File: src/rtl/sat_engine_pkg.sv
// Shared SAT-engine types: clause-array controller state encoding and limits.
// Imported by every block of the engine that needs the controller's view.
package sat_engine_pkg;

    typedef enum logic [2:0] {
        ST_IDLE    = 3'd0,
        ST_LOAD    = 3'd1,
        ST_IMPLY   = 3'd2,
        ST_ANALYZE = 3'd3,
        ST_BKT     = 3'd4
    } ctrl_state_t;

    localparam int MAX_ITER_DEF = 255;
    localparam int ITER_W       = 8;

endpackage

File: src/rtl/row_onehot_dec.sv
// Row index to one-hot clause-row select.
// Latency: combinational.
// Backpressure: none; pure decode.
module row_onehot_dec #(
    parameter int NUM_C = 8,
    parameter int CNT_W = 3
) (
    input  logic [CNT_W-1:0] cnt,
    output logic [NUM_C-1:0] onehot
);

    always_comb begin
        onehot = '0;
        for (int i = 0; i < NUM_C; i++) begin
            onehot[i] = (cnt == CNT_W'(i));
        end
    end

endmodule

File: src/rtl/clause_array_ctrl.sv
// Sequencer for the clause array: row load, BCP to fixpoint, conflict analysis, backtrack.
// Latency: strobes combinational from state; done/conflict pulses one cycle after the deciding cycle.
// Backpressure: load_valid_i gaps stall LOAD; requests are only accepted in IDLE.
module clause_array_ctrl
    import sat_engine_pkg::*;
#(
    parameter int NUM_C     = 8,
    parameter int WIDTH_LVL = 16,
    parameter int MAX_ITER  = MAX_ITER_DEF
) (
    input  logic                 clk,
    input  logic                 rst,
    input  logic                 load_start_i,
    input  logic                 load_valid_i,
    output logic                 load_ready_o,
    output logic [NUM_C-1:0]     wr_o,
    output logic                 load_done_o,
    input  logic                 imply_req_i,
    input  logic                 changed_i,
    input  logic                 conflict_i,
    output logic                 apply_imply_o,
    output logic                 apply_analyze_o,
    output logic                 apply_bkt_o,
    output logic                 imply_done_o,
    output logic                 conflict_o,
    input  logic                 analyze_done_i,
    input  logic                 bkt_req_i,
    input  logic [WIDTH_LVL-1:0] bkt_lvl_i,
    output logic [WIDTH_LVL-1:0] bkt_lvl_o,
    output logic                 busy_o,
    output logic                 watchdog_o
);

    localparam int                ROW_W     = (NUM_C > 1) ? $clog2(NUM_C) : 1;
    localparam logic [ROW_W-1:0]  ROW_LAST  = ROW_W'(NUM_C - 1);
    localparam logic [ITER_W-1:0] ITER_LAST = ITER_W'(MAX_ITER - 1);

    ctrl_state_t       state, state_nxt;
    logic [ROW_W-1:0]  row_cnt, row_nxt;
    logic [ITER_W-1:0] iter_cnt, iter_nxt;
    logic              load_done_nxt, imply_done_nxt, conflict_nxt, wdog_set, bkt_take;
    logic [NUM_C-1:0]  row_oh;

    row_onehot_dec #(.NUM_C(NUM_C), .CNT_W(ROW_W)) u_row_dec (
        .cnt    (row_cnt),
        .onehot (row_oh)
    );

    always_comb begin
        state_nxt      = state;
        row_nxt        = row_cnt;
        iter_nxt       = iter_cnt;
        load_done_nxt  = 1'b0;
        imply_done_nxt = 1'b0;
        conflict_nxt   = 1'b0;
        wdog_set       = 1'b0;
        bkt_take       = 1'b0;
        case (state)
            ST_IDLE: begin
                row_nxt  = '0;
                iter_nxt = '0;
                if (load_start_i) begin
                    state_nxt = ST_LOAD;
                end else if (bkt_req_i) begin
                    state_nxt = ST_BKT;
                    bkt_take  = 1'b1;
                end else if (imply_req_i) begin
                    state_nxt = ST_IMPLY;
                end
            end
            ST_LOAD: begin
                if (load_valid_i) begin
                    if (row_cnt == ROW_LAST) begin
                        row_nxt       = '0;
                        load_done_nxt = 1'b1;
                        state_nxt     = ST_IDLE;
                    end else begin
                        row_nxt = row_cnt + 1'b1;
                    end
                end
            end
            ST_IMPLY: begin
                iter_nxt = iter_cnt + 1'b1;
                // Conflict beats a fresh implication; a clean fixpoint beats the watchdog.
                if (conflict_i) begin
                    conflict_nxt = 1'b1;
                    state_nxt    = ST_ANALYZE;
                end else if (!changed_i) begin
                    imply_done_nxt = 1'b1;
                    state_nxt      = ST_IDLE;
                end else if (iter_cnt == ITER_LAST) begin
                    wdog_set  = 1'b1;
                    state_nxt = ST_IDLE;
                end
            end
            ST_ANALYZE: begin
                if (analyze_done_i) state_nxt = ST_IDLE;
            end
            ST_BKT:  state_nxt = ST_IDLE;
            default: state_nxt = ST_IDLE;
        endcase
    end

    always_ff @(posedge clk) begin
        if (!rst) begin
            state        <= ST_IDLE;
            row_cnt      <= '0;
            iter_cnt     <= '0;
            load_ready_o <= 1'b0;
            load_done_o  <= 1'b0;
            imply_done_o <= 1'b0;
            conflict_o   <= 1'b0;
            busy_o       <= 1'b0;
            watchdog_o   <= 1'b0;
            bkt_lvl_o    <= '0;
        end else begin
            state        <= state_nxt;
            row_cnt      <= row_nxt;
            iter_cnt     <= iter_nxt;
            load_ready_o <= (state_nxt == ST_LOAD);
            load_done_o  <= load_done_nxt;
            imply_done_o <= imply_done_nxt;
            conflict_o   <= conflict_nxt;
            busy_o       <= (state_nxt != ST_IDLE);
            if (wdog_set) watchdog_o <= 1'b1;
            if (bkt_take) bkt_lvl_o  <= bkt_lvl_i;
        end
    end

    assign wr_o            = (state == ST_LOAD && load_valid_i) ? row_oh : '0;
    assign apply_imply_o   = (state == ST_IMPLY);
    assign apply_analyze_o = (state == ST_ANALYZE);
    assign apply_bkt_o     = (state == ST_BKT);

endmodule

File: config.mk
export PLATFORM = sky130hd
export DESIGN_NAME = clause_array_ctrl
export DESIGN_NICKNAME = d
export VERILOG_FILES = /design/src/rtl/sat_engine_pkg.sv /design/src/rtl/row_onehot_dec.sv /design/src/rtl/clause_array_ctrl.sv
export SDC_FILE = /design/constraint.sdc
export NUM_CORES = 1
export LEC_CHECK = 0
export CELL_PAD_IN_SITES_DETAIL_PLACEMENT = 1
export CELL_PAD_IN_SITES_GLOBAL_PLACEMENT = 2
export CORE_ASPECT_RATIO = 1.75
export CORE_UTILIZATION = 25
export DETAILED_ROUTE_END_ITERATION = 6
export HOLD_SLACK_MARGIN = 0.15
export PLACE_DENSITY_LB_ADDON = 0.1
export SYNTH_ARGS = -nofsm -noshare
export SYNTH_HDL_FRONTEND = slang
export SYNTH_SLANG_ARGS = --single-unit
File: constraint.sdc
create_clock -name clk -period 1.9 [get_ports clk]
set_clock_uncertainty 0.1 [all_clocks]
set_input_delay 0.38 -clock clk [delete_from_list [all_inputs] [get_ports clk]]
set_output_delay 0.38 -clock clk [all_outputs]
set_load 0.05 [all_outputs]
==> results.py, run 1 <==
metrics = {
    "clock_network": {
        "ctsLongestPathBuffers": 2,
        "cts.sinks": 36,
        "cts_root_buffer": "clkbuf_8",
        "ctsHoldBuffers": 0,
        "tritoncts": "done",
        "clkSlewWorstSetupHoldPaths_ns": 0.08,
        "insertion_delay_ns": 0.29,
        "cts_buffers": 5,
        "htree_num_levels": 2,
    },
    "yosys": {
        "synthTopCellsByArea": "dfxtp_1 44%, nand2_1 9.0%, ha_1 6.2%, a21oi_1 5.2%, and3_1 3.9%",
        "synth-compound-area-share_pct": 15.4,
        "synth-simple-area-share_pct": 27.9,
        "synth_flop_cell": "dfxtp_1",
        "synth_top_family_by_area": "simple AND/OR/NAND/NOR gates",
        "synth_top_area_cell": "dfxtp_1",
        "synthAdderAreaFrac_pct": 6.16,
        "synth-xor-area-share_pct": 0,
        "syn_nets": 222,
        "synthTopCellsByCount": "39 x nand2_1, 36 x dfxtp_1, 17 x a21oi_1, 10 x and3_1, 10 x inv_1",
        "syn-cell-area_mm2": 0.00162,
        "synth_top_area_share_pct": 44.4,
        "syn_area_per_cell_um2": 8.59,
        "synth_warnings": 0,
        "synth_edf_count": 0,
        "synth_cell_types": 42,
        "synth-seq-cells": 36,
        "synthCells": 189,
        "synth.most_common_cell": "nand2_1",
        "yosysSeqAreaShare_pct": 44.4,
        "async_flop_share_pct": 0,
        "synthMuxAreaShare_pct": 0.693,
    },
    "floorplanning": {
        "die_w_um": 62.9,
        "dieArea_mm2": 0.00683,
        "dieHeight_um": 109,
        "start_util_pct": 26.1,
        "num_rows": 38,
        "io_pins": 58,
        "core_mm2": 0.00623,
    },
    "worst_setup_path": {
        "reg2reg_depth": 4,
        "required_ns": 1.42,
        "crit_type": "register to output port",
        "cp.arrival_ns": 1.36,
        "worstSetupStartpointType": "register",
        "end_kind": "output port",
        "path_max_fanout": 6,
    },
    "route": {
        "viasPerCell": 4.70,
        "ant_nets": 0,
        "drt-initial-drc-count": 26,
        "vias": 1603,
        "drt-pass1-iter-count": 4,
        "wl_um": 4970,
        "drcViolationCount": 0,
        "wl_per_cell_um": 14.6,
        "highest_layer": "met4",
        "wl_met2_um": 2860,
        "dr_wl_met3_um": 176,
        "m1WireLength_um": 1840,
    },
    "flow_run": {
        "max-cap-violations": 0,
    },
    "placed_design": {
        "gp_congestion": 0.776,
        "io_buffers": 57,
        "place_area_mm2": 0.00245,
        "placedCellCount": 332,
        "dpl.hpwl_um": 3740,
    },
    "timing": {
        "fmax_mhz": 542,
        "max-slew-margin-rel_pct": 72.7,
        "setup_tns_ns": 0,
        "fin_crit_sh_pct": 97.0,
        "rsz0062_at_grt": "no",
        "slew_violations": 0,
        "post-route-min-period_ns": 1.84,
        "setup_viol": 0,
        "finalHoldViolCount": 0,
        "worst_pin_slew_ns": 0.407,
    },
    "grt": {
        "gr-total-overflow": 0,
        "first_global_vias": 1702,
        "grt_usage_pct": 15.7,
        "grt_first_pass_wirelength_um": 8180,
        "grt_max_degree": 18,
        "grt_antenna_before_repair": 0,
    },
    "final_layout": {
        "final_cells": 341,
        "area_growth_pct": 61.4,
        "num_antenna_cells": 0,
        "nets": 294,
        "drive_gt1_share_pct": 31.0,
        "design_area_mm2": 0.00262,
    },
    "power_and_ir_drop": {
        "sw_frac_of_total_pct": 28.8,
        "vdd_drop_max_uv": 314,
        "p_sw_uw": 514,
        "p_comb_share_pct": 21.0,
        "total_power_mw": 1.78,
        "leakage_nw": 1.05,
        "p_seq_share_pct": 45.0,
        "pwr-share-clk_pct": 33.9,
        "power_density_mw_per_mm2": 680,
        "intPower_mw": 1.27,
    },
    "status": {
        "outcome": "completed",
    },
    "hold_path": {
        "worstHoldPathCells": 2,
        "hp-class": "register to register",
    },
}
## cell usage in the layout, fill, tap and decap left out, drive strengths merged, types with 2 or more instances in the layout
master	instances
a31oi	2
inv	11
and2	4
and3	10
a21oi	17
nor2	6
buf	49
ha	8
nor3b	2
nor4	2
o21a	4
a21boi	5
nand2	39
and4bb	2
nand3b	2
nor3	5
dfxtp	36
nor2b	5
nand3	2
nand4	2
clkbuf	7
clkdlybuf4s50	23
o21ai	2
## registers in the layout, summed over array words and instances, names as in the netlist
register and flops:
bkt_lvl_o 16, busy_o 1, conflict_o 1, imply_done_o 1, iter_cnt 8, load_done_o 1
load_ready_o 1, row_cnt 3, state 3, watchdog_o 1
## metal layers
metal | global-route usage [%] | up-vias
li1 | - | 791
met4 | 7.48 | 0
met3 | 2.93 | 7
met5 | 0 | -
met2 | 31.2 | 35
met1 | 15.2 | 770
## per-stage QoR
step	hold WS, ns	utilization (%)	worst slack [ns]
2_1_floorplan	0.342	-	0.0409
3_3_place_gp	0.343	39.4	-0.109
3_5_place_dp	0.348	39.4	-0.130
4_1_cts	0.359	41.7	-0.00936
5_1_grt	0.378	42.1	0.00798
6_report	0.357	42.1	0.0563
## final cells by class
class                   instances  area, um^2
multi-input cells             134         881
well taps                      80         100
clock buffers                   7        96.3
inverters                      11        41.3
fillers                       723        3610
flip-flops and latches         36         733
repair buffers                 73         769
## kinds of logic (layout without fill, tap and decap cells)
kind of cell | count (synthesis) | after routing
adder cells (fa/ha/maj) | 8 | 8
multiplexers | 1 | 1
flip-flops | 36 | 36
AND/OR/NAND/NOR | 86 | 87
AO/OA/AOI/OAI | 38 | 38
buffers and inverters | 20 | 91
## worst max-delay path, stage by stage, from the launching register on
cell and delay, ns:
dfxtp_4 0.37, and4bb_1 0.35, and3_2 0.23, buf_12 0.13
## power by group through the flow
stage	logic (mW)	registers (mW)	clock network [mW]
floorplan	0.123	0.895	0
global placement	0.373	0.820	0
detailed placement	0.374	0.819	0
CTS	0.381	0.805	0.632
global route	0.403	0.807	0.654
finish	0.375	0.803	0.605
## path summary, 6_finish.rpt
check | from | endpoint | slack [ns]
setup / recovery | state[2] | wr_o[1] | 0.06
hold / removal | bkt_lvl_o[2] | bkt_lvl_o[2] | 0.36
setup reg to reg | state[1] | state[1] | 0.14
hold reg to reg | bkt_lvl_o[2] | bkt_lvl_o[2] | 0.36
## what timing repair did
item                                    in CTS  in global routing
endpoints found under the setup margin       9                  5
gates resized for setup                     12                  7
cloned                                       1                  0
setup buffers                                1                  1
pin swaps                                    1                  1
Power figures use the tool's default switching activity.
==> run 2: changes to the inputs <==
Settings changed: PLACE_DENSITY_LB_ADDON 0.1 to 0.3.
==> run 2 against run 1 <==
  * Hold slack worse by 0.00093 ns
  * Routed wire length down 3.1%
  * Cell area up 0.53%
  * Sequential cell count unchanged
  * Global-route usage down 0.41 points
  * Power down 2.3%
==> results.py, run 2 (synthesis results as in run 1) <==
metrics = {
    "clock_network": {
        "insertion_delay_ns": 0.29,
        "clkSlewWorstSetupHoldPaths_ns": 0.07,
        "htree_num_levels": 2,
        "ctsLongestPathBuffers": 2,
        "cts.sinks": 36,
        "tritoncts": "done",
        "cts_buffers": 5,
        "ctsHoldBuffers": 0,
        "cts_root_buffer": "clkbuf_8",
    },
    "timing": {
        "rsz0062_at_grt": "no",
        "worst_pin_slew_ns": 0.363,
        "finalHoldViolCount": 0,
        "worst_slack_ns": 0.0523,
        "fmax_mhz": 541,
        "post-route-min-period_ns": 1.85,
        "max-slew-margin-rel_pct": 75.6,
        "setup_viol": 0,
        "fin_crit_sh_pct": 97.2,
        "slew_violations": 0,
    },
    "floorplanning": {
        "dieHeight_um": 109,
        "start_util_pct": 26.1,
        "io_pins": 58,
        "core_mm2": 0.00623,
        "num_rows": 38,
        "die_w_um": 62.9,
        "dieArea_mm2": 0.00683,
    },
    "placed_design": {
        "pre_cts_ws_ns": -0.156,
        "place_area_mm2": 0.00244,
        "gp_congestion": 0.753,
        "dpl.hpwl_um": 3730,
        "placedCellCount": 334,
        "io_buffers": 57,
    },
    "grt": {
        "first_global_vias": 1713,
        "gr-total-overflow": 0,
        "grt_first_pass_wirelength_um": 8020,
        "grt_antenna_before_repair": 0,
        "grt_max_degree": 17,
        "grt_usage_pct": 15.3,
    },
    "route": {
        "wl_um": 4820,
        "vias": 1622,
        "ant_nets": 0,
        "wl_per_cell_um": 13.8,
        "viasPerCell": 4.66,
        "drt-initial-drc-count": 27,
        "drt-pass1-iter-count": 4,
        "drcViolationCount": 0,
    },
    "worst_setup_path": {
        "end_kind": "output port",
        "path_max_fanout": 9,
        "crit_type": "register to output port",
        "required_ns": 1.42,
        "cp.arrival_ns": 1.37,
        "worstSetupStartpointType": "register",
    },
    "final_layout": {
        "drive_gt1_share_pct": 32.5,
        "design_area_mm2": 0.00264,
        "area_growth_pct": 62.2,
        "largest_register_ffs": 16,
        "layout_commonest_cell": "buf_4",
        "multi_input_area_um2": 875,
        "largest_register": "bkt_lvl_o",
        "num_antenna_cells": 0,
        "mostFrequentLayoutCells": "43 x buf_4, 39 x nand2_1, 30 x dfxtp_1",
        "final_cells": 348,
        "reg_top3": "bkt_lvl_o: 16 flops, iter_cnt: 8 flops",
        "nets": 300,
        "final.fill_count": 737,
        "regArea_um2": 733,
    },
    "hold_path": {
        "hp-class": "register to register",
    },
    "power_and_ir_drop": {
        "sw_frac_of_total_pct": 28.5,
        "p_sw_uw": 496,
        "p_seq_share_pct": 46.3,
        "total_power_mw": 1.74,
        "power_density_mw_per_mm2": 661,
        "leakage_nw": 1.06,
        "pwr-share-clk_pct": 32.1,
        "p_comb_share_pct": 21.6,
        "vdd_drop_max_uv": 448,
        "intPower_mw": 1.25,
    },
    "flow_run": {
        "max-cap-violations": 0,
    },
    "status": {
        "outcome": "completed",
    },
}
run 2: changes by cell type in the layout (fill, tap and decap cells not counted), sizes merged:
| cell | before | now |
|---|---|---|
| clkbuf | 7 | 8 |
| buf | 49 | 55 |
run 2: cell type report:
cell class | instances | share of cell area (%)
inverter | 11 | 1.66
clock buffer | 8 | 3.42
timing repair buffer | 79 | 30.1
sequential | 36 | 27.8
multi-input combinational | 134 | 33.2
tap | 80 | 3.80
run 2: layer usage:
layer | GRT usage, % | vias up | part of all wire [%]
met1 | 14.5 | 773 | 38
met3 | 2.20 | 6 | 2.7
met2 | 31.0 | 36 | 58
li1 | - | 807 | -
met4 | 7.48 | 0 | 2.1
met5 | 0 | - | 0
run 2: path summary, 6_finish.rpt:
path	start	end	slack, ns	cells after the start
setup / recovery	state[2]	wr_o[6]	0.05	3
hold / removal	bkt_lvl_o[6]	bkt_lvl_o[6]	0.36	2
hold reg to reg	bkt_lvl_o[6]	bkt_lvl_o[6]	0.36	2
setup reg to reg	state[1]	iter_cnt[5]	0.14	6
run 2: power by group through the flow:
stage                     Sequential, mW  Combinational, mW  Clock, mW
after global routing               0.809              0.405      0.613
final                              0.805              0.377      0.559
after floorplan                    0.895              0.123          0
after global placement             0.823              0.362          0
after CTS                          0.807              0.378      0.584
after detailed placement           0.822              0.366          0
run 2: critical path: stages (launching register included):
cell,delay [ns]
dfxtp_4,0.38
and4bb_2,0.35
and3_2,0.22
buf_12,0.13
run 2: what timing repair did:
item                       CTS  global route
setup endpoints to repair    9            10
setup buffers                3             2
gates cloned                 1             0
resized for setup           15             7
pin swaps                    0             1
run 2: stage by stage:
stage	util, %	hold WS [ns]	TNS, ns
finish	42.3	0.356	0
global route	42.3	0.379	0
CTS	41.8	0.357	0
detailed placement	39.3	0.347	-1.39
global placement	39.3	0.344	-1.08
floorplan	-	0.342	0
